`src/rtl/sort_pkg.sv`:
```
// Shared types, widths and weight-group thresholds for the weigh-station sort sequencer.
package sort_pkg;

    localparam int GRP_W    = 3;
    localparam int WEIGHT_W = 12;
    localparam int GATE_W   = 7;

    localparam logic [WEIGHT_W-1:0] THR_G1 = 12'd250;
    localparam logic [WEIGHT_W-1:0] THR_G2 = 12'd500;
    localparam logic [WEIGHT_W-1:0] THR_G3 = 12'd750;
    localparam logic [WEIGHT_W-1:0] THR_G4 = 12'd1500;
    localparam logic [WEIGHT_W-1:0] THR_G5 = 12'd2000;

    typedef enum logic [2:0] {
        IDLE       = 3'd0,
        SETTLE     = 3'd1,
        DIVERT     = 3'd2,
        WAIT_CLEAR = 3'd3,
        FAULT      = 3'd4
    } state_t;

    // Thresholds are inclusive upper limits; an empty scale maps to no group.
    function automatic logic [GRP_W-1:0] weight_to_grp(input logic [WEIGHT_W-1:0] weight);
        logic [GRP_W-1:0] grp;
        if (weight == 12'd0) begin
            grp = 3'd0;
        end else if (weight <= THR_G1) begin
            grp = 3'd1;
        end else if (weight <= THR_G2) begin
            grp = 3'd2;
        end else if (weight <= THR_G3) begin
            grp = 3'd3;
        end else if (weight <= THR_G4) begin
            grp = 3'd4;
        end else if (weight <= THR_G5) begin
            grp = 3'd5;
        end else begin
            grp = 3'd6;
        end
        return grp;
    endfunction

endpackage

```
`src/rtl/sort_classifier.sv`:
```
// Combinational weight -> group / one-hot gate mapping.
// Optional reject group 7 above MAX_WEIGHT when SORT_SEQ_REJECT_EN is defined.
module sort_classifier
    import sort_pkg::*;
#(
    parameter int MAX_WEIGHT = 3000
) (
    input  logic [WEIGHT_W-1:0] w_q,
    output logic [GRP_W-1:0]    grp,
    output logic [GATE_W-1:0]   onehot
);

    logic [GRP_W-1:0]  grp_s;
    logic [GATE_W-1:0] onehot_s;

`ifndef SORT_SEQ_REJECT_EN
    logic [31:0] unused_max_weight_s;
    assign unused_max_weight_s = 32'(MAX_WEIGHT);
`endif

    // Map the held weight to its group and the matching diverter bit
    always_comb begin
        grp_s    = 3'd0;
        onehot_s = 7'b000_0000;
`ifdef SORT_SEQ_REJECT_EN
        if (w_q > WEIGHT_W'(MAX_WEIGHT)) begin
            grp_s = 3'd7;
        end else begin
            grp_s = weight_to_grp(w_q);
        end
`else
        grp_s = weight_to_grp(w_q);
`endif
        case (grp_s)
            3'd1:    onehot_s = 7'b000_0001;
            3'd2:    onehot_s = 7'b000_0010;
            3'd3:    onehot_s = 7'b000_0100;
            3'd4:    onehot_s = 7'b000_1000;
            3'd5:    onehot_s = 7'b001_0000;
            3'd6:    onehot_s = 7'b010_0000;
`ifdef SORT_SEQ_REJECT_EN
            3'd7:    onehot_s = 7'b100_0000;
`endif
            default: onehot_s = 7'b000_0000;
        endcase
    end

    assign grp    = grp_s;
    assign onehot = onehot_s;

endmodule

```
`src/rtl/sort_sequencer.sv`:
```
// Weigh-station sequencer: debounce scale reading, classify, strobe one count, divert, await clear.
// Define SORT_SEQ_REJECT_EN to route overweight packages (> MAX_WEIGHT) to reject group 7.
module sort_sequencer
    import sort_pkg::*;
#(
    parameter int SETTLE_CYCLES = 4,
    parameter int DIVERT_CYCLES = 8,
    parameter int CLEAR_TIMEOUT = 255,
    parameter int MAX_WEIGHT    = 3000
) (
    input  logic                clk,
    input  logic                reset,
    input  logic [WEIGHT_W-1:0] weight,
    input  logic                fault_clr,
    output logic                count_en,
    output logic [GRP_W-1:0]    count_grp,
    output logic [GATE_W-1:0]   gate_sel,
    output logic                busy,
    output logic                fault,
    output logic [2:0]          state
);

    localparam int STAB_W = (SETTLE_CYCLES > 1) ? $clog2(SETTLE_CYCLES) : 1;
    localparam int DIV_W  = (DIVERT_CYCLES > 1) ? $clog2(DIVERT_CYCLES) : 1;
    localparam int TMO_W  = (CLEAR_TIMEOUT > 1) ? $clog2(CLEAR_TIMEOUT) : 1;
    localparam logic [STAB_W-1:0] STAB_LAST = STAB_W'(SETTLE_CYCLES - 1);
    localparam logic [DIV_W-1:0]  DIV_LAST  = DIV_W'(DIVERT_CYCLES - 1);
    localparam logic [TMO_W-1:0]  TMO_LAST  = TMO_W'(CLEAR_TIMEOUT - 1);

    state_t              state_r, state_nxt_s;
    logic [WEIGHT_W-1:0] w_q_r, w_q_nxt_s;
    logic [STAB_W-1:0]   stab_r, stab_nxt_s;
    logic [DIV_W-1:0]    div_r, div_nxt_s;
    logic [TMO_W-1:0]    tmo_r, tmo_nxt_s;
    logic [GRP_W-1:0]    cls_grp_s;
    logic [GATE_W-1:0]   cls_onehot_s;

    logic                count_en_r, count_en_nxt_s;
    logic [GRP_W-1:0]    count_grp_r, count_grp_nxt_s;
    logic [GATE_W-1:0]   gate_sel_r, gate_sel_nxt_s;
    logic                busy_r, fault_r;

    sort_classifier #(
        .MAX_WEIGHT (MAX_WEIGHT)
    ) u_classifier (
        .w_q    (w_q_r),
        .grp    (cls_grp_s),
        .onehot (cls_onehot_s)
    );

    // Next-state and counter update; w_q is frozen outside SETTLE/IDLE, which holds the group
    always_comb begin
        state_nxt_s = state_r;
        w_q_nxt_s   = w_q_r;
        stab_nxt_s  = stab_r;
        div_nxt_s   = div_r;
        tmo_nxt_s   = tmo_r;
        case (state_r)
            IDLE: begin
                if (weight != 12'd0) begin
                    state_nxt_s = SETTLE;
                    w_q_nxt_s   = weight;
                    stab_nxt_s  = STAB_W'(0);
                end else begin
                    state_nxt_s = IDLE;
                end
            end
            SETTLE: begin
                if (weight == 12'd0) begin
                    state_nxt_s = IDLE;
                end else if (weight != w_q_r) begin
                    w_q_nxt_s  = weight;
                    stab_nxt_s = STAB_W'(0);
                end else if (stab_r == STAB_LAST) begin
                    state_nxt_s = DIVERT;
                    div_nxt_s   = DIV_W'(0);
                end else begin
                    stab_nxt_s = stab_r + STAB_W'(1);
                end
            end
            DIVERT: begin
                if (div_r == DIV_LAST) begin
                    state_nxt_s = WAIT_CLEAR;
                    tmo_nxt_s   = TMO_W'(0);
                end else begin
                    div_nxt_s = div_r + DIV_W'(1);
                end
            end
            WAIT_CLEAR: begin
                if (weight == 12'd0) begin
                    state_nxt_s = IDLE;
                end else if (tmo_r == TMO_LAST) begin
                    state_nxt_s = FAULT;
                end else begin
                    tmo_nxt_s = tmo_r + TMO_W'(1);
                end
            end
            FAULT: begin
                if (fault_clr && (weight == 12'd0)) begin
                    state_nxt_s = IDLE;
                end else begin
                    state_nxt_s = FAULT;
                end
            end
            default: state_nxt_s = IDLE;
        endcase
    end

    // Outputs are computed for the upcoming state so they register in step with it
    always_comb begin
        count_en_nxt_s  = 1'b0;
        count_grp_nxt_s = 3'd0;
        gate_sel_nxt_s  = 7'b000_0000;
        if (state_nxt_s == DIVERT) begin
            count_en_nxt_s  = (state_r != DIVERT);
            count_grp_nxt_s = cls_grp_s;
            gate_sel_nxt_s  = cls_onehot_s;
        end else begin
            count_en_nxt_s  = 1'b0;
            count_grp_nxt_s = 3'd0;
            gate_sel_nxt_s  = 7'b000_0000;
        end
    end

    // State, counters and registered outputs
    always_ff @(posedge clk or posedge reset) begin
        if (reset) begin
            state_r     <= IDLE;
            w_q_r       <= 12'd0;
            stab_r      <= STAB_W'(0);
            div_r       <= DIV_W'(0);
            tmo_r       <= TMO_W'(0);
            count_en_r  <= 1'b0;
            count_grp_r <= 3'd0;
            gate_sel_r  <= 7'b000_0000;
            busy_r      <= 1'b0;
            fault_r     <= 1'b0;
        end else begin
            state_r     <= state_nxt_s;
            w_q_r       <= w_q_nxt_s;
            stab_r      <= stab_nxt_s;
            div_r       <= div_nxt_s;
            tmo_r       <= tmo_nxt_s;
            count_en_r  <= count_en_nxt_s;
            count_grp_r <= count_grp_nxt_s;
            gate_sel_r  <= gate_sel_nxt_s;
            busy_r      <= (state_nxt_s != IDLE);
            fault_r     <= (state_nxt_s == FAULT);
        end
    end

    assign count_en  = count_en_r;
    assign count_grp = count_grp_r;
    assign gate_sel  = gate_sel_r;
    assign busy      = busy_r;
    assign fault     = fault_r;
    assign state     = state_r;

endmodule

```
`config.mk`:
```
export PLATFORM = sky130hd
export DESIGN_NAME = sort_sequencer
export DESIGN_NICKNAME = d
export VERILOG_FILES = /design/src/rtl/sort_pkg.sv /design/src/rtl/sort_classifier.sv /design/src/rtl/sort_sequencer.sv
export SDC_FILE = /design/constraint.sdc
export NUM_CORES = 1
export LEC_CHECK = 0
export CAP_MARGIN = 10
export CORE_UTILIZATION = 54
export DETAILED_ROUTE_END_ITERATION = 10
export PLACE_DENSITY = 0.79
export SETUP_SLACK_MARGIN = 0.15
export SLEW_MARGIN = 20
export SYNTH_ARGS = -nofsm -noshare
export SYNTH_HDL_FRONTEND = slang
export SYNTH_HIERARCHICAL = 1
export SYNTH_SLANG_ARGS = --single-unit
```
`constraint.sdc`:
```
create_clock -name clk -period 2.2 [get_ports clk]
set_clock_uncertainty 0.1 [all_clocks]
set_input_delay 0.44 -clock clk [delete_from_list [all_inputs] [get_ports clk]]
set_output_delay 0.44 -clock clk [all_outputs]
set_load 0.02 [all_outputs]
```
==> run metrics, run 1 <==
status finished clean; post-synthesis instance total 212; # diodes 0; chip width 66.7 um; DR vias/cell 5.76; metal3 WL 226 um; pin count of the biggest net entering global routing 42; Post-layout nets 292; row count 23; DR pass1 iterations 4; # DRC 0; Slew headroom 65.3%; crit share post-route 92.3%; max cap viols 0; Ports 31; vias in the first global route 1,648; Die Y 66.7 um; PnR worst setup slack 0.170 ns; Slowest-stage cell, CP nor4_2; CTS tree built; top sig layer met4; initial antenna violation count 0; RSZ-0062 raised after global routing yes; dpl cell area 2730 sq um; RePlAce Congestion 0.870; max-slew violations 0; mean area per synthesized cell 10.7 sq um; first-pass GRT wire length 7980 um; P&R area growth vs syn 30.9%; HPWL after DPL 3400 um; fraction of the mapped netlist area in compound gates 16.6%; #FFs+latches synth 41; main combinational cell family by area after synthesis simple AND/OR/NAND/NOR gates; port bufs 30; die footprint 4450 sq um; library cells used by synthesis 59; synthesized-area fraction occupied by adder cells 2.77%; CP Class primary input to flip-flop; crit-path max cell delay 0.34 ns; root cell of the clock tree clkbuf_8; Mapped Area 2260 sq um; top cells by area, synth dfrtp_1 (45%), xor2_1 (4.6%), and2_1 (3.3%); clk slew on worst S/H paths 0.07 ns; FFs w/ async S/R, synth 100%; layout cells sized above 1 26.6%; maximum clock rate 492 MHz; Hold Vio Cnt, Final 0; TritonCTS sink count 41; post-synthesis xor/xnor area fraction 6.58%; WL/cell 15.4 um; Hold Crit Class flip-flop to flip-flop; Tmin final 2.03 ns; Clock Latency Late Sink 0.29 ns; Vias 1,850; Synth Area in Simple Gates 21.2%; final instance area 2960 sq um; routed length on met2 2320 um; mux cell area share after synthesis 3.37%; Routed Antenna Nets 0; # H-tree levels 2; CP max FO 7; pwr dens 909 nW/um^2; CTS max path bufs 2; core area 4000 sq um; WP data arrival 2.11 ns; critical-path cell list dlygate4sd2_1 -> xor2_1 -> nor4_2 -> nand4_1 -> nand3_4 -> mux2_2; Synthesis Warnings 6; initial DRC count 127; worst-margin pin slew 0.516 ns; Leakage 0.00135 uW; final setup vio count 0; met1 wire length 2300 um; cts bufs inserted 5; Overall Global Routing Usage 24.5%; DP Cell Count 305; dominant synthesized flop cell dfrtp_1; # fillers 301; final WL 4950 um; final std cells w/o fill 321; Synth top area share 45.4%; commonest non-fill, non-tap cell in the layout dfrtp_1; peak supply drop 0.000472 V; total power 2690 uW; cell accounting for the most synthesized area dfrtp_1; syn_nets 232; Initial Util 56.6%; number of synthesized flops with an enable pin 0; final hold slack 0.387 ns; Startpoint Class primary input; commonest cells after routing, fill and taps aside dfrtp_1 (33), buf_4 (28), clkdlybuf4s50_1 (18), nor2_1 (16), inv_1 (13); Crit path required time 2.28 ns; Worst Setup End Kind flip-flop; Placement Setup Slack -0.354 ns; GR Overflow Total 0; Seq/Total Area, Yosys 45.4%
[layer usage]
layer  vias up  global-route usage [%]
li1        891                       -
met1       887                    34.3
met2        62                    35.6
met3        10                    5.82
met4         0                    11.2
met5         -                       0
[area by class of cell]
cell class	count	area (sq um)	share of cell area (%)
inverter	13	48.8	1.65
clock inverter	1	5.00	0.169
clock buffer	5	68.8	2.32
sequential	41	1040	35.0
timing repair buffer	59	504	17.0
multi-input combinational	152	1230	41.7
tap	50	62.6	2.11
[power breakdown]
part	total [uW]	internal [uW]	switching, uW
registers	1130	939	187
logic	1120	555	566
clock network	445	209	236
[logic make-up (layout without fill, tap and decap cells)]
kind of cell,Yosys count,after routing
AOI/OAI and AO/OA,46,46
DFF,41,41
muxes,7,7
buffers and inverters,19,78
other,1,1
xor gates and xnor gates,17,17
and+or+nand+nor,76,76
adders and majority gates,5,5
[critical path: cells and delay by family]
family                    cells  cell delay, ns
buffers and inverters         1            0.29
xor gates and xnor gates      1            0.20
muxes                         1            0.34
and+or+nand+nor               3            0.84
[path summary, 6_finish.rpt]
kind                       cells after the start       start  slack (ns)        to
setup reg to reg                               5    w_q_r[7]        0.19  w_q_r[0]
max in group asynchronous                      3       reset        1.14  w_q_r[5]
hold / removal                                 1    div_r[0]        0.39  div_r[0]
hold reg to reg                                1    div_r[0]        0.39  div_r[0]
min in group asynchronous                      3       reset        0.49  state[0]
setup / recovery                               6  weight[11]        0.17  w_q_r[0]
[flip-flops by register name (all words and copies together) (netlist names)]
name	count
count_grp	3
div_r	3
tmo_r	8
w_q_r	12
gate_sel	7
count_en	1
stab_r	2
state	3
busy	1
fault	1
[Yosys cell counts, drive strengths merged, types with 2 or more instances]
master   number
nor3          4
a31oi         3
o21ai         7
a31o          2
nor4          9
and4          2
buf           5
a2111oi       2
nor2b         2
nand4         8
dfrtp        41
nor3b         2
xnor2         5
mux2          5
a32o          2
and2         13
o211ai        2
nand2         4
mux2i         2
nand3         9
ha            5
inv          13
a211oi        4
a21oi         4
o211a         2
a22o          7
xor2         12
nor2         16
[repair_timing]
item | CTS | global route
buffers inserted | 2 | 8
pin swaps | 7 | 11
gates resized for setup | 25 | 15
hold buffers | 0 | 0
setup endpoints to repair | 29 | 28
[through the flow]
step	util [%]	TNS [ns]
global route	74.0	0
finish	74.0	0
detailed placement	68.2	-8.75
floorplan	-	0
CTS	71.4	0
global placement	68.2	-7.27
Power figures use the tool's default switching activity.
==> inputs of run 2 (changes only) <==
--- a/config.mk
+++ b/config.mk
@@ -8,4 +8,5 @@
 export CAP_MARGIN = 10
 export CORE_UTILIZATION = 54
+export CTS_CLUSTER_SIZE = 8
 export DETAILED_ROUTE_END_ITERATION = 10
 export PLACE_DENSITY = 0.79
==> constraint.sdc (replaced) <==
create_clock -name clk -period 2.2 [get_ports clk]
set_clock_uncertainty 0.1 [all_clocks]
set_input_delay 0.33 -clock clk [delete_from_list [all_inputs] [get_ports clk]]
set_output_delay 0.33 -clock clk [all_outputs]
set_load 0.02 [all_outputs]
==> run 2 against run 1 <==
Largest power group is now combinational cells. First-iteration DRC count fell by 45%. Highest routed layer unchanged. Sequential cell count did not move. Utilization rose by 3.0 points. Cell count rose by 3.1%. Worst hold slack got worse by 0.11 ns. Critical endpoint is now stab_r[1]. Fmax fell by 2.4%.
==> run metrics, run 2 (same netlist as run 1, synthesis figures left out) <==
Routed Antenna Nets 0 (unchanged); cts bufs inserted 5 (unchanged); CTS tree built; initial antenna violation count 0 (unchanged); Largest Register w_q_r; max cap viols 0 (unchanged); Startpoint Class flip-flop; status finished clean; peak supply drop 0.000467 V (-0.99%); crit share post-route 94.5% (+2.2 points); RePlAce Congestion 0.858 (-1.3%); Clock Latency Late Sink 0.29 ns (about the same); dpl cell area 2770 sq um (+1.7%); maximum clock rate 481 MHz (-2.4%); # DRC 0 (unchanged); die footprint 4450 sq um (unchanged); HPWL after DPL 3670 um (+8.1%); DR vias/cell 5.85 (+1.4%); row count 23 (unchanged); commonest cells after routing, fill and taps aside buf_4 (35), dfrtp_1 (34), clkdlybuf4s50_1 (20), nor2_1 (16), inv_1 (13); Crit path required time 2.29 ns (about the same); min-delay src weight[10]; # fillers 261 (-13%); DR pass1 iterations 4 (unchanged); core area 4000 sq um (unchanged); Hold Crit Class primary input to flip-flop; Initial Util 56.6% (unchanged); commonest non-fill, non-tap cell in the layout buf_4; Worst Setup SP w_q_r[6]; # H-tree levels 2 (unchanged); CP max FO 6 (-1); final setup vio count 0 (unchanged); root cell of the clock tree clkbuf_8; Slew headroom 63.6% (-1.8 points); Tmin final 2.08 ns (+0.0493 ns); final WL 5420 um (+9.6%); Ports 31 (unchanged); Post-CTS Hold Buffers 0 (unchanged); Hold Vio Cnt, Final 0 (unchanged); clk slew on worst S/H paths 0.08 ns (about the same); CP Class flip-flop to flip-flop; pin count of the biggest net entering global routing 42 (unchanged); Leakage 0.00147 uW (+8.6%); Overall Global Routing Usage 25.5% (+0.99 points); max FFs per register 12 (unchanged); RSZ-0062 raised after global routing yes; GR Overflow Total 0 (unchanged); Die Y 66.7 um (unchanged); worst-margin pin slew 0.541 ns (+0.0251 ns); final instance area 3080 sq um (+4.1%); # diodes 0 (unchanged); CTS max path bufs 2 (unchanged); first-pass GRT wire length 8390 um (+5.1%); layout cells sized above 1 28.5% (+1.9 points); TritonCTS sink count 41 (unchanged); final hold slack 0.278 ns (-0.109 ns); total power 2800 uW (+4.2%); max-slew violations 0 (unchanged); Worst Setup End Kind flip-flop; WL/cell 16.4 um (+6.2%); Post-layout nets 300 (+2.7%); chip width 66.7 um (unchanged); vias in the first global route 1,787 (+8.4%); P&R area growth vs syn 36.2%; pwr dens 910 nW/um^2 (+0.10%); Vias 1,935 (+4.6%); initial DRC count 70 (-45%); WP data arrival 2.17 ns (+0.06 ns); port bufs 30 (unchanged); startpoint of the worst-slack reg-to-reg timing path w_q_r[6]
[run 2: power by group]
| group | internal [uW] | switching (uW) |
|---|---|---|
| sequential | 937 | 175 |
| combinational | 592 | 619 |
| clock | 220 | 261 |
[run 2: worst paths after layout]
check,to,slack (ns),depth (start not counted)
setup / recovery,stab_r[1],0.12,6
hold / removal,w_q_r[10],0.28,2
setup reg to reg,stab_r[1],0.12,6
hold reg to reg,div_r[0],0.38,1
max in group asynchronous,w_q_r[4],1.23,3
min in group asynchronous,div_r[0],0.38,3
[run 2: critical path, cell delays in order (launching register included)]
cell and delay [ns]:
dfrtp_2 0.45, xor2_1 0.20, nor4_4 0.35, nand4_1 0.28
buf_4 0.23, o211a_4 0.23, o32ai_2 0.14
[run 2: metal layers]
metal  up-vias  share of wire (%)  track usage, %
li1        913                  -               -
met1       951                 44            33.9
met2        56                 49            41.2
met3        15                4.1            5.65
met4         0                2.3            7.98
met5         -                  0               0
[run 2: layout make-up]
cell class                      instances  area (sq um)  share of cell area (%)
Multi-Input combinational cell        152          1240                    40.3
Sequential cell                        41          1030                    33.6
Timing Repair Buffer                   67           611                    19.8
Clock buffer                            6          72.6                    2.36
Tap cell                               50          62.6                    2.03
Inverter                               13          48.8                    1.58
Clock inverter                          2          10.0                   0.325
[run 2: metrics by stage]
stage,util (%),setup slack (ns),std cells,setup TNS (ns)
finish,77.0,0.120,331,0
global route,77.0,0.0755,331,0
CTS,71.8,0.141,319,0
detailed placement,69.3,-0.251,311,-4.97
global placement,69.3,-0.194,311,-3.63
floorplan,-,0.227,212,0
[run 2: timing repair]
action / CTS / global route
setup endpoints to repair: 10 / 31
setup buffers: 0 / 11
pin swaps: 1 / 11
resized for setup: 4 / 32
cloned: 0 / 1
==> inputs of run 3 (changes only) <==
CTS_BUF_LIST = sky130_fd_sc_hd__clkbuf_8   (was unset)
==> run 3 against run 2 <==
Non-clock buffer count stayed put. Combinational power about the same. Wire length about the same. Via count is 0.16% higher. Largest power group unchanged. Sequential cell count did not move. Worst hold slack about the same. Register-to-register slack hardly changed.
==> run metrics, run 3 (same netlist as run 1, synthesis figures left out) <==
status finished clean; Vias 1,938 (+0.16%); Int Power 1740 uW (-0.27%); max cap viols 0 (unchanged); critical path depth 6 (unchanged); Slew headroom 63.6% (about the same); Largest Register w_q_r; fin util 77.0% (unchanged); WP data arrival 2.17 ns (about the same); DR pass1 iterations 4 (unchanged); CP max FO 6 (unchanged); row count 23 (unchanged); GR Overflow Total 0 (unchanged); Clock Latency Late Sink 0.29 ns (about the same); Initial Util 56.6% (unchanged); DR vias/cell 5.85 (+0.16%); Clock power frac 17.1% (about the same); crit share post-route 94.5% (about the same); die footprint 4450 sq um (unchanged); total negative setup slack 0 ns (unchanged); clk slew on worst S/H paths 0.08 ns (about the same); Post-CTS Hold Buffers 0 (unchanged); Hold Vio Cnt, Final 0 (unchanged); initial antenna violation count 0 (unchanged); Worst Setup End Kind flip-flop; Placement Setup Slack -0.251 ns (unchanged); pin count of the biggest net entering global routing 42 (unchanged); CTS tree built; Sequential Power Share 39.7% (about the same); RSZ-0062 raised after global routing yes; Routed Antenna Nets 0 (unchanged); chip width 66.7 um (unchanged); port bufs 30 (unchanged); crit-path max cell delay 0.45 ns (about the same); worst setup path end stab_r[1]; # fillers 261 (unchanged); Tmin final 2.08 ns (-0.000850 ns); peak supply drop 0.000468 V (about the same); critical-path cell list xor2_1 -> nor4_4 -> nand4_1 -> buf_4 -> o211a_4 -> o32ai_2; final WL 5420 um (about the same); Reg2Reg Setup Slack 0.12 ns (about the same); pwr dens 909 nW/um^2 (-0.16%); Logic pwr share 43.2% (about the same); CP Class flip-flop to flip-flop; Die Y 66.7 um (unchanged); CTS max path bufs 2 (unchanged); Crit path required time 2.29 ns (about the same); Hold Crit Class primary input to flip-flop; final std cells w/o fill 331 (unchanged); worst-margin pin slew 0.541 ns (-0.00000221 ns); Slowest-stage cell, CP dfrtp_2; startpoint of the worst-slack reg-to-reg timing path w_q_r[6]; TritonCTS sink count 41 (unchanged); CP bufs+invs 1 (unchanged); commonest cells after routing, fill and taps aside buf_4 (35), dfrtp_1 (34), clkdlybuf4s50_1 (20), nor2_1 (16), inv_1 (14); Ports 31 (unchanged); register area 1030 sq um (unchanged); commonest non-fill, non-tap cell in the layout buf_4; # diodes 0 (unchanged); DP Cell Count 311 (unchanged); Worst Reg2Reg Path Length in Cells 6 (unchanged); maximum clock rate 481 MHz (about the same); P&R area growth vs syn 36.2% (unchanged); final setup vio count 0 (unchanged); root cell of the clock tree clkbuf_8; # DRC 0 (unchanged); cts bufs inserted 5 (unchanged); final hold slack 0.278 ns (-0.000411 ns); Leakage 0.00147 uW (+0.28%); Startpoint Class flip-flop; layout cells sized above 1 28.5% (unchanged); vias in the first global route 1,787 (unchanged); CP top delay family simple AND/OR/NAND/NOR gates; Post-layout nets 300 (unchanged); Worst Setup SP w_q_r[6]; RePlAce Congestion 0.858 (unchanged); max-slew violations 0 (unchanged); PnR worst setup slack 0.121 ns (+0.000850 ns); # H-tree levels 2 (unchanged); max FFs per register 12 (unchanged); initial DRC count 70 (unchanged); core area 4000 sq um (unchanged); Net Switching 1060 uW (about the same); Overall Global Routing Usage 25.5% (unchanged); area of the multi-input gates 1240 sq um (unchanged); Net Sw Frac 37.7% (+0.066 points); HPWL after DPL 3670 um (unchanged); first-pass GRT wire length 8390 um (unchanged); worst r2r dst stab_r[1]; WL/cell 16.4 um (about the same)
## run 3: changes by cell type in the layout (fill, tap and decap cells not counted)
cell / previous run / this run
clkbuf_1: 1 / 0
inv_1: 13 / 14
## run 3: power by group through the flow
stage	Sequential, uW	Clock [uW]	Combinational (uW)
final	1110	477	1210
after global routing	1140	508	1350
after CTS	1110	484	1090
after detailed placement	1120	0	1080
after global placement	1120	0	1040
after floorplan	1140	0	696
## run 3: routing by layer
metal,wire length [um],global-route usage (%)
met4,132,7.98
met1,2390,33.9
met3,242,5.65
met5,0,0
met2,2660,41.2
## run 3: through the flow
step	area, sq um	power [uW]
floorplan	2260	1840
global placement	2770	2160
detailed placement	2770	2200
CTS	2870	2690
global route	3080	3000
finish	3080	2800
## run 3: repair_timing
action / 4_1_cts / 5_1_grt
gates resized for setup: 4 / 32
gates cloned: 0 / 1
pin swaps: 1 / 11
setup buffers: 0 / 11
endpoints found under the setup margin: 10 / 31
## run 3: cell type report
| cell class | count | area share, % |
|---|---|---|
| flip-flops and latches | 41 | 33.6 |
| inverters | 13 | 1.58 |
| clock buffers | 5 | 2.23 |
| repair buffers | 67 | 19.8 |
| clock inverters | 3 | 0.447 |
| multi-input cells | 152 | 40.3 |
| well taps | 50 | 2.03 |
## run 3: worst min-delay path by stage
| stage | startpoint | endpoint | slack, ns | cells after the start |
|---|---|---|---|---|
| 2_1_floorplan | div_r[0] | div_r[0] | 0.35 | 1 |
| 3_3_place_gp | div_r[0] | div_r[0] | 0.36 | 1 |
| 3_5_place_dp | div_r[0] | div_r[0] | 0.38 | 1 |
| 4_1_cts | div_r[0] | div_r[0] | 0.39 | 1 |
| 5_1_grt | weight[10] | w_q_r[10] | 0.30 | 2 |
| 6_report | weight[10] | w_q_r[10] | 0.28 | 2 |
